<file path="src/rtl/div_pkg.sv">
// ============================================================================
// Module      : div_pkg
// Description : Shared widths, step count and control-FSM state encoding for
//               the 8-by-4 sequential restoring divider.
// Revision    : 1.0 - initial release
// ============================================================================
`default_nettype none

package div_pkg;

    localparam int DIVIDEND_W = 8;
    localparam int DIVISOR_W  = 4;
    localparam int DIV_STEPS  = 8;
    localparam int CNT_W      = 3;

    typedef enum logic [1:0] {
        IDLE = 2'd0,
        RUN  = 2'd1,
        DONE = 2'd2
    } div_state_t;

endpackage

`default_nettype wire

</file>
<file path="src/rtl/div8by4_datapath.sv">
// ============================================================================
// Module      : div8by4_datapath
// Description : Shift/subtract datapath of the restoring divider. Holds the
//               dividend shifter, divisor, partial remainder, quotient and the
//               registered results. Driven by load/step/latch strobes.
//               Optional macro DIV8BY4_ZERO_CHECK_EN adds the divide-by-zero
//               result override and flag.
// Revision    : 1.0 - initial release
// ============================================================================
`default_nettype none

module div8by4_datapath
    import div_pkg::*;
(
    input  logic                  clk,
    input  logic                  rst,
    input  logic                  enable,
    input  logic                  load,
    input  logic                  step,
    input  logic                  latch,
    input  logic [DIVIDEND_W-1:0] dividend,
    input  logic [DIVISOR_W-1:0]  divisor,
    output logic [DIVIDEND_W-1:0] quotient,
    output logic [DIVISOR_W-1:0]  remainder
`ifdef DIV8BY4_ZERO_CHECK_EN
    ,
    output logic                  divisor_zero,
    output logic                  div_by_zero
`endif
);

    logic [DIVIDEND_W-1:0] r_a;
    logic [DIVISOR_W-1:0]  r_d;
    logic [DIVISOR_W:0]    r_r;
    logic [DIVIDEND_W-1:0] r_q;

    logic [DIVISOR_W:0]    w_trial;
    logic                  w_fits;
    logic [DIVISOR_W:0]    w_diff;
    logic                  w_unused;

    // Trial subtract: bring the next dividend bit into the partial remainder.
    assign w_trial  = {r_r[DIVISOR_W-1:0], r_a[DIVIDEND_W-1]};
    assign w_fits   = (w_trial >= {1'b0, r_d});
    assign w_diff   = w_trial - {1'b0, r_d};
    // R[4] only matters transiently inside the trial; after a restore it is 0
    // for a nonzero divisor and it is never part of the reported remainder.
    assign w_unused = r_r[DIVISOR_W];

`ifdef DIV8BY4_ZERO_CHECK_EN
    assign divisor_zero = (r_d == '0);
`endif

    // Working registers: load operands on accept, one restoring step per strobe.
    always_ff @(posedge clk) begin
        if (!rst) begin
            r_a <= '0;
            r_d <= '0;
            r_r <= '0;
            r_q <= '0;
        end else if (enable) begin
            if (load) begin
                r_a <= dividend;
                r_d <= divisor;
                r_r <= '0;
                r_q <= '0;
            end else if (step) begin
                r_r <= w_fits ? w_diff : w_trial;
                r_q <= {r_q[DIVIDEND_W-2:0], w_fits};
                r_a <= {r_a[DIVIDEND_W-2:0], 1'b0};
            end
        end
    end

    // Result registers: updated only at DONE, held otherwise.
    always_ff @(posedge clk) begin
        if (!rst) begin
            quotient    <= '0;
            remainder   <= '0;
`ifdef DIV8BY4_ZERO_CHECK_EN
            div_by_zero <= 1'b0;
`endif
        end else if (enable && latch) begin
`ifdef DIV8BY4_ZERO_CHECK_EN
            // Zero divisor skips all steps, so r_a still holds the dividend.
            if (r_d == '0) begin
                quotient    <= '1;
                remainder   <= r_a[DIVISOR_W-1:0];
                div_by_zero <= 1'b1;
            end else begin
                quotient    <= r_q;
                remainder   <= r_r[DIVISOR_W-1:0];
                div_by_zero <= 1'b0;
            end
`else
            quotient  <= r_q;
            remainder <= r_r[DIVISOR_W-1:0];
`endif
        end
    end

endmodule

`default_nettype wire

</file>
<file path="src/rtl/div8by4.sv">
// ============================================================================
// Module      : div8by4
// Description : Sequential restoring divider, 8-bit dividend / 4-bit divisor,
//               one quotient bit per enabled cycle. Control FSM here, datapath
//               in div8by4_datapath. Optional macro DIV8BY4_ZERO_CHECK_EN
//               short-circuits a zero divisor and exposes div_by_zero.
// Revision    : 1.0 - initial release
// ============================================================================
`default_nettype none

module div8by4
    import div_pkg::*;
(
    input  logic                  clk,
    input  logic                  rst,
    input  logic                  enable,
    input  logic                  start,
    input  logic [DIVIDEND_W-1:0] dividend,
    input  logic [DIVISOR_W-1:0]  divisor,
    output logic [DIVIDEND_W-1:0] quotient,
    output logic [DIVISOR_W-1:0]  remainder,
    output logic                  busy,
    output logic                  done
`ifdef DIV8BY4_ZERO_CHECK_EN
    ,
    output logic                  div_by_zero
`endif
);

    localparam logic [CNT_W-1:0] c_last_step = CNT_W'(DIV_STEPS - 1);

    div_state_t       r_state;
    div_state_t       w_next;
    logic [CNT_W-1:0] r_cnt;
    logic             r_done;
    logic             w_load;
    logic             w_step;
    logic             w_latch;
`ifdef DIV8BY4_ZERO_CHECK_EN
    logic             w_divisor_zero;
`endif

    assign busy = (r_state != IDLE);
    assign done = r_done;

    // State register; enable=0 freezes the controller.
    always_ff @(posedge clk) begin
        if (!rst) begin
            r_state <= IDLE;
        end else if (enable) begin
            r_state <= w_next;
        end
    end

    // Next state and datapath strobes; nothing fires while disabled.
    always_comb begin
        w_next  = r_state;
        w_load  = 1'b0;
        w_step  = 1'b0;
        w_latch = 1'b0;
        if (enable) begin
            case (r_state)
                IDLE: begin
                    if (start) begin
                        w_load = 1'b1;
                        w_next = RUN;
                    end
                end
                RUN: begin
`ifdef DIV8BY4_ZERO_CHECK_EN
                    if (w_divisor_zero) begin
                        w_next = DONE;
                    end else begin
                        w_step = 1'b1;
                        if (r_cnt == c_last_step) begin
                            w_next = DONE;
                        end
                    end
`else
                    w_step = 1'b1;
                    if (r_cnt == c_last_step) begin
                        w_next = DONE;
                    end
`endif
                end
                DONE: begin
                    w_latch = 1'b1;
                    w_next  = IDLE;
                end
                default: w_next = IDLE;
            endcase
        end
    end

    // Step counter: cleared at accept, advanced once per restoring step.
    always_ff @(posedge clk) begin
        if (!rst) begin
            r_cnt <= '0;
        end else if (enable) begin
            if (w_load) begin
                r_cnt <= '0;
            end else if (w_step) begin
                r_cnt <= r_cnt + 1'b1;
            end
        end
    end

    // Done pulse: set alongside the result latch, held while disabled.
    always_ff @(posedge clk) begin
        if (!rst) begin
            r_done <= 1'b0;
        end else if (enable) begin
            r_done <= w_latch;
        end
    end

    div8by4_datapath u_datapath (
        .clk          (clk),
        .rst          (rst),
        .enable       (enable),
        .load         (w_load),
        .step         (w_step),
        .latch        (w_latch),
        .dividend     (dividend),
        .divisor      (divisor),
        .quotient     (quotient),
        .remainder    (remainder)
`ifdef DIV8BY4_ZERO_CHECK_EN
        ,
        .divisor_zero (w_divisor_zero),
        .div_by_zero  (div_by_zero)
`endif
    );

endmodule

`default_nettype wire
</file>
<file path="config.mk">
export PLATFORM = sky130hd
export DESIGN_NAME = div8by4
export DESIGN_NICKNAME = d
export VERILOG_FILES = /design/src/rtl/div_pkg.sv /design/src/rtl/div8by4_datapath.sv /design/src/rtl/div8by4.sv
export SDC_FILE = /design/constraint.sdc
export NUM_CORES = 1
export LEC_CHECK = 0
export CORE_ASPECT_RATIO = 0.75
export CORE_MARGIN = 8
export CORE_UTILIZATION = 59
export CTS_BUF_LIST = sky130_fd_sc_hd__clkbuf_4
export DETAILED_ROUTE_END_ITERATION = 8
export PLACE_DENSITY = 0.86
export SLEW_MARGIN = 0
export SYNTH_ARGS = -nofsm -noshare
export SYNTH_HDL_FRONTEND = slang
export SYNTH_SLANG_ARGS = --single-unit
</file>
<file path="constraint.sdc">
create_clock -name clk -period 4.5 [get_ports clk]
set_clock_uncertainty 0.05 [all_clocks]
set_input_delay 0.45 -clock clk [delete_from_list [all_inputs] [get_ports clk]]
set_output_delay 0.45 -clock clk [all_outputs]
set_load 0.02 [all_outputs]
</file>
Word-level counts from Yosys, hierarchy flattened
Index checks and enable logic that the tools add are counted.
{"block": "classes", "magnitude_cmp": 1, "bitwise": 0, "shift": 0, "n_reduce_logical": 7, "eq_ne": 5, "multipliers": 0, "add_sub_neg": 2, "n_mux": 19, "n_div": 0}
{"cell": "$mux 8", "n": 4}
{"cell": "$mux 4", "n": 3}
{"cell": "$mux 1", "n": 7}
{"cell": "$mux 3", "n": 2}
{"cell": "$ge 5x4->1", "n": 1}
{"cell": "$mux 2", "n": 2}
{"cell": "$ne 2x2->1 const B", "n": 2}
{"cell": "$pmux 2 s2", "n": 1}
{"cell": "$reduce_and 2->1", "n": 2}
{"cell": "$reduce_bool 2->1", "n": 2}
{"cell": "$sub 4x4->4", "n": 1}
{"cell": "$add 3x1->3 const B", "n": 1}
{"cell": "$eq 3x3->1 const B", "n": 1}
{"cell": "$reduce_and 3->1", "n": 1}
{"cell": "$eq 2x1->1 const B", "n": 1}
{"cell": "$eq 2x2->1 const B", "n": 1}
{"cell": "$logic_not 2->1", "n": 1}
{"cell": "$logic_and 1x1->1", "n": 1}
{"block": "totals", "word_cells": 43, "out_inout_bits": 14, "regBits": 42, "ramBits": 0, "latchBits": 0, "rom_bits": 0, "mem_count": 0}

Logic depth before layout (Yosys ltp)
{"block": "logic_depth", "depth_word": 5, "mapped_depth": 7, "mapped_depth_nobuf": 6}

Modules after synthesis
A second synthesis with hierarchy kept.
{"block": "hier_totals", "hier_cells": 212, "hier_area_um2": 1961.9}
{"module": "div8by4_datapath", "area_per_inst_um2": 1664.1, "cells_each": 183, "seq_area_each_um2": 720.7, "n_inst": 1}
{"module": "div8by4", "area_per_inst_um2": 297.8, "cells_each": 29, "seq_area_each_um2": 120.1, "n_inst": 1}

Least setup slack after synthesis
OpenSTA, ideal clock, no wires.
{"block": "synth_timing", "kind": "reg2reg", "start": "reg u_datapath.r_d[3]", "end": "reg u_datapath.r_r[2]", "path_buffers": 1, "arrival_ns": 1.676, "path_stages_with_launch": 8, "slack_ns": 2.654, "period_less_slack_ns": 1.846, "path_cell_list": "dfxtp_1 -> inv_1 -> ha_1 -> or2_1 -> buf_6 -> a2111o_1 -> and4_4 -> a211o_1"}
{"block": "synth_between", "elab_chain_cells": 4}
{"item": "start, declared", "line": "div8by4_datapath.sv:33", "text": "logic [DIVISOR_W-1:0] r_d;"}
{"item": "start signal, assigned", "line": "div8by4_datapath.sv:64", "text": "r_d <= divisor;"}
{"item": "$ge 5x4->1", "line": "div8by4_datapath.sv:44", "text": "assign w_fits = (w_trial >= {1'b0, r_d});"}
{"item": "$mux 4", "line": "div8by4_datapath.sv:68", "text": "r_r <= w_fits ? w_diff : w_trial;"}
{"item": "$mux 4", "line": "div8by4_datapath.sv:67", "text": "end else if (step) begin"}
{"item": "$mux 4", "line": "div8by4_datapath.sv:62", "text": "if (load) begin"}
{"item": "end signal, assigned", "line": "div8by4_datapath.sv:68"}
{"item": "end, declared", "line": "div8by4_datapath.sv:34", "text": "logic [DIVISOR_W:0] r_r;"}
Every way passes these cells. The select of a mux whose other input is x is not followed.
A chain may end at the register's enable or synchronous reset.

Worst setup path after layout
{"block": "layout_timing", "start": "in enable", "end": "reg u_datapath.r_a[6]"}
{"block": "layout_between", "elab_chain_cells": 3, "elab_cells_between_ends": 5, "cone_classes": "mux (3); reduce/logical (2)"}
{"item": "start, declared", "line": "div8by4.sv:16", "text": "input logic enable,"}
{"item": "$mux 1", "line": "div8by4.sv:61", "text": "if (enable) begin"}
{"item": "$reduce_bool 2->1 (no source line)"}
{"item": "$reduce_and 2->1 (no source line)"}
{"item": "end signal, assigned", "line": "div8by4_datapath.sv:63", "text": "r_a <= dividend;"}
{"item": "end signal, assigned", "line": "div8by4_datapath.sv:70", "text": "r_a <= {r_a[DIVIDEND_W-2:0], 1'b0};"}
{"item": "end, declared", "line": "div8by4_datapath.sv:32", "text": "logic [DIVIDEND_W-1:0] r_a;"}
Several ways; a longest one is shown, not always the timed one.

==> impl_metrics.toml <==
[synth]
synth.avg_cell_area_um2 = 8.83
synth_top_cell_by_area = "dfxtp_1"
synthDistinctLibCells = 34
synthSimpleGateAreaFrac_pct = 20.9
synthAdderAreaFrac_pct = 5.15
synth_ff_type = "dfxtp_1"
async_flop_share_pct = 0
synthCells = 209
ys_ff_latch = 42
synth_top_area_share_pct = 45.6
synth_area_um2 = 1850
synth_compound_area_share_pct = 23.4
synth_area_leaders = "dfxtp_1 46%, nand2_1 11%, a21boi_0 7.3%"
yosysMostFrequentCell = "nand2_1"
ys_seq_area_share_pct = 45.6
synth_top_family_by_area = "compound AO/OA/AOI/OAI gates"
synth_edf_count = 0
ys_warn_count = 0
synthXorXnorAreaFrac_pct = 0.949
synthMuxAreaShare_pct = 0.542
synth_commonest_cells = "53 x nand2_1, 42 x dfxtp_1, 18 x a21boi_0"
syn-num-nets = 232

[routing]
drtIter0Drc = 121
drc = 0
vias = 1543
ant_nets = 0
wl_per_cell_um = 15.6
via_per_inst = 5.63
totalWireLength_mm = 4.27
dr.pass1.iters = 4

[global_route]
grt_usage_pct = 17.3
antenna_found_initial = 0
grt_max_degree = 36
grt_pass1_vias = 1549
grt_first_pass_wirelength_mm = 7.20
overflow = 0

[clocking]
root_buffer = "clkbuf_4"
cts_resized = 0
clk_latency_ns = 0.35
h-tree-depth = 2
numCtsBuffers = 5
cts.sinks = 42
cts_setup_buffers = 0
tritoncts = "yes"
cts.path.max_buffers = 2
clk_pin_slew_ns = 0.11
cts_hold_buf = 0

[floorplanning]
row_count = 17
fp.coreArea_um2 = 2960
initial_core_util_pct = 62.4
die_area_um2 = 5190
die_w_um = 80.6
die_y_um = 64.4
ios = 30

[critical_path]
worst_setup_path_start_kind = "primary input"
rrSetupSlack_ns = 2.45
cp_slowest_cell = "nor2_1"
cpPeakStageDelay_ns = 0.66
end_kind = "flip-flop"
worstSetupPathType = "in -> reg"
r2r_end = "u_datapath.r_a[6]$_SDFFE_PN0P_"
reg2reg_from = "r_state[1]$_SDFFE_PN0P_"
r2r_cells = 4
path_cells = "clkdlybuf4s50_1 -> and3b_1 -> nor2_1 -> nand2_1 -> a21boi_0"
worstPathArrival_ns = 2.48
path_max_fanout = 22
critical_path_required_ns = 4.71

[sta]
finalSetupTns_ns = 0
hold_violations = 0
slew_violations = 0
rsz0062_at_grt = "false"
finalCriticalPeriod_ns = 2.26
max_freq_mhz = 442
setup_viol = 0
worst_pin_slew_ns = 0.948
period_share_pct = 50.3
relSlewSlack_pct = 36.6

[worst_hold_path]
min_path_cells = 2
min_to = "u_datapath.r_a[4]$_SDFFE_PN0P_"
hold_path_class = "reg -> reg"
min_from = "u_datapath.r_a[4]$_SDFFE_PN0P_"

[finish]
layout-drive-gt1-share_pct = 5.51
final_nets = 258
finish.utilization_pct = 74.1
layout.cells.non_filler = 274
antennaDiodeCount = 0
areaGrowthSynthToFinish_pct = 18.8

[placement]
io_buffers = 29
hpwl_mm = 3.23
placed_cells = 266
routabilityCongestion = 0.857

[power]
power.static_leakage_nw = 0.765
ir_drop_v = 0.000203
power_density_nw_per_um2 = 296
power_w = 0.000649

[run_status]
status = "completed"

[flow_run]
cap_viol_max_count = 0
-- flip-flops by register name (all words and copies together) (netlist names) --
name,count
done,1
u_datapath.r_q,8
u_datapath.r_d,4
u_datapath.remainder,4
u_datapath.quotient,8
r_cnt,3
u_datapath.r_a,8
u_datapath.r_r,4
r_state,2
-- critical path: cells and delay by family --
kind / cells / cell delay (ns)
AO/OA/AOI/OAI: 1 / 0.25
buffers and inverters: 1 / 0.52
AND/OR/NAND/NOR: 3 / 1.25
-- cell families (layout without fill, tap and decap cells) --
| kind of cell | Yosys count | count (layout) |
|---|---|---|
| muxes | 1 | 1 |
| adders and majority gates | 7 | 7 |
| xor gates and xnor gates | 2 | 2 |
| buffers and inverters | 15 | 42 |
| DFF | 42 | 42 |
| AOI/OAI and AO/OA | 60 | 60 |
| and+or+nand+nor | 82 | 82 |
-- cell usage in the layout, fill, tap and decap left out, drive strengths merged, types with 2 or more instances in the layout --
master and instances:
ha 6, a21o 2, nand2 53, clkbuf 6, xnor2 2, a22oi 11, clkdlybuf4s50 29, nor2b 10
o21ai 5, nand3 3, a21boi 23, nor2 4, inv 5, or2 4, a32o 3, dfxtp 42
nand2b 2, clkinv 2, a21oi 10
-- final cells by class --
type / count / area (um^2)
Clock buffer: 6 / 45.0
Tap cell: 38 / 47.5
Sequential cell: 42 / 841
Clock inverter: 2 / 8.76
Timing Repair Buffer: 29 / 290
Fill cell: 237 / 764
Multi-Input combinational cell: 152 / 941
Inverter: 5 / 18.8
-- where the power goes --
part / switching [W] / internal, W
clock: 0.000118 / 0.0000648
sequential: 0.00000660 / 0.000380
combinational: 0.0000405 / 0.0000390
total: 0.000165 / 0.000484
-- metrics by stage --
stage	setup slack (ns)	hold WS [ns]	area, um^2
after global routing	2.10	0.430	2190
after detailed placement	1.90	0.401	2140
after floorplan	2.65	0.385	1850
after CTS	2.25	0.418	2190
after global placement	2.06	0.400	2140
final	2.24	0.417	2190
-- per-layer routing --
metal,up-vias,GRT usage [%],part of all wire [%]
li1,780,-,-
met1,703,22.7,48
met2,54,26.7,43
met3,6,5.10,7.6
met4,0,5.20,0.94
met5,-,0,0
-- how the worst max path moves through the flow --
| stage | startpoint | to | depth (start not counted) | slack (ns) |
|---|---|---|---|---|
| finish | enable | u_datapath.r_a[6]$_SDFFE_PN0P_ | 5 | 2.24 |
| global route | enable | u_datapath.r_a[6]$_SDFFE_PN0P_ | 5 | 2.10 |
| CTS | enable | u_datapath.r_a[6]$_SDFFE_PN0P_ | 5 | 2.25 |
| detailed placement | enable | u_datapath.r_a[6]$_SDFFE_PN0P_ | 5 | 1.90 |
| global placement | enable | u_datapath.r_q[0]$_SDFFE_PN0P_ | 5 | 2.06 |
| floorplan | u_datapath.r_d[3]$_SDFFE_PN0P_ | u_datapath.r_r[2]$_SDFFE_PN0P_ | 7 | 2.65 |
No activity file was read; power rests on OpenSTA's default activity.
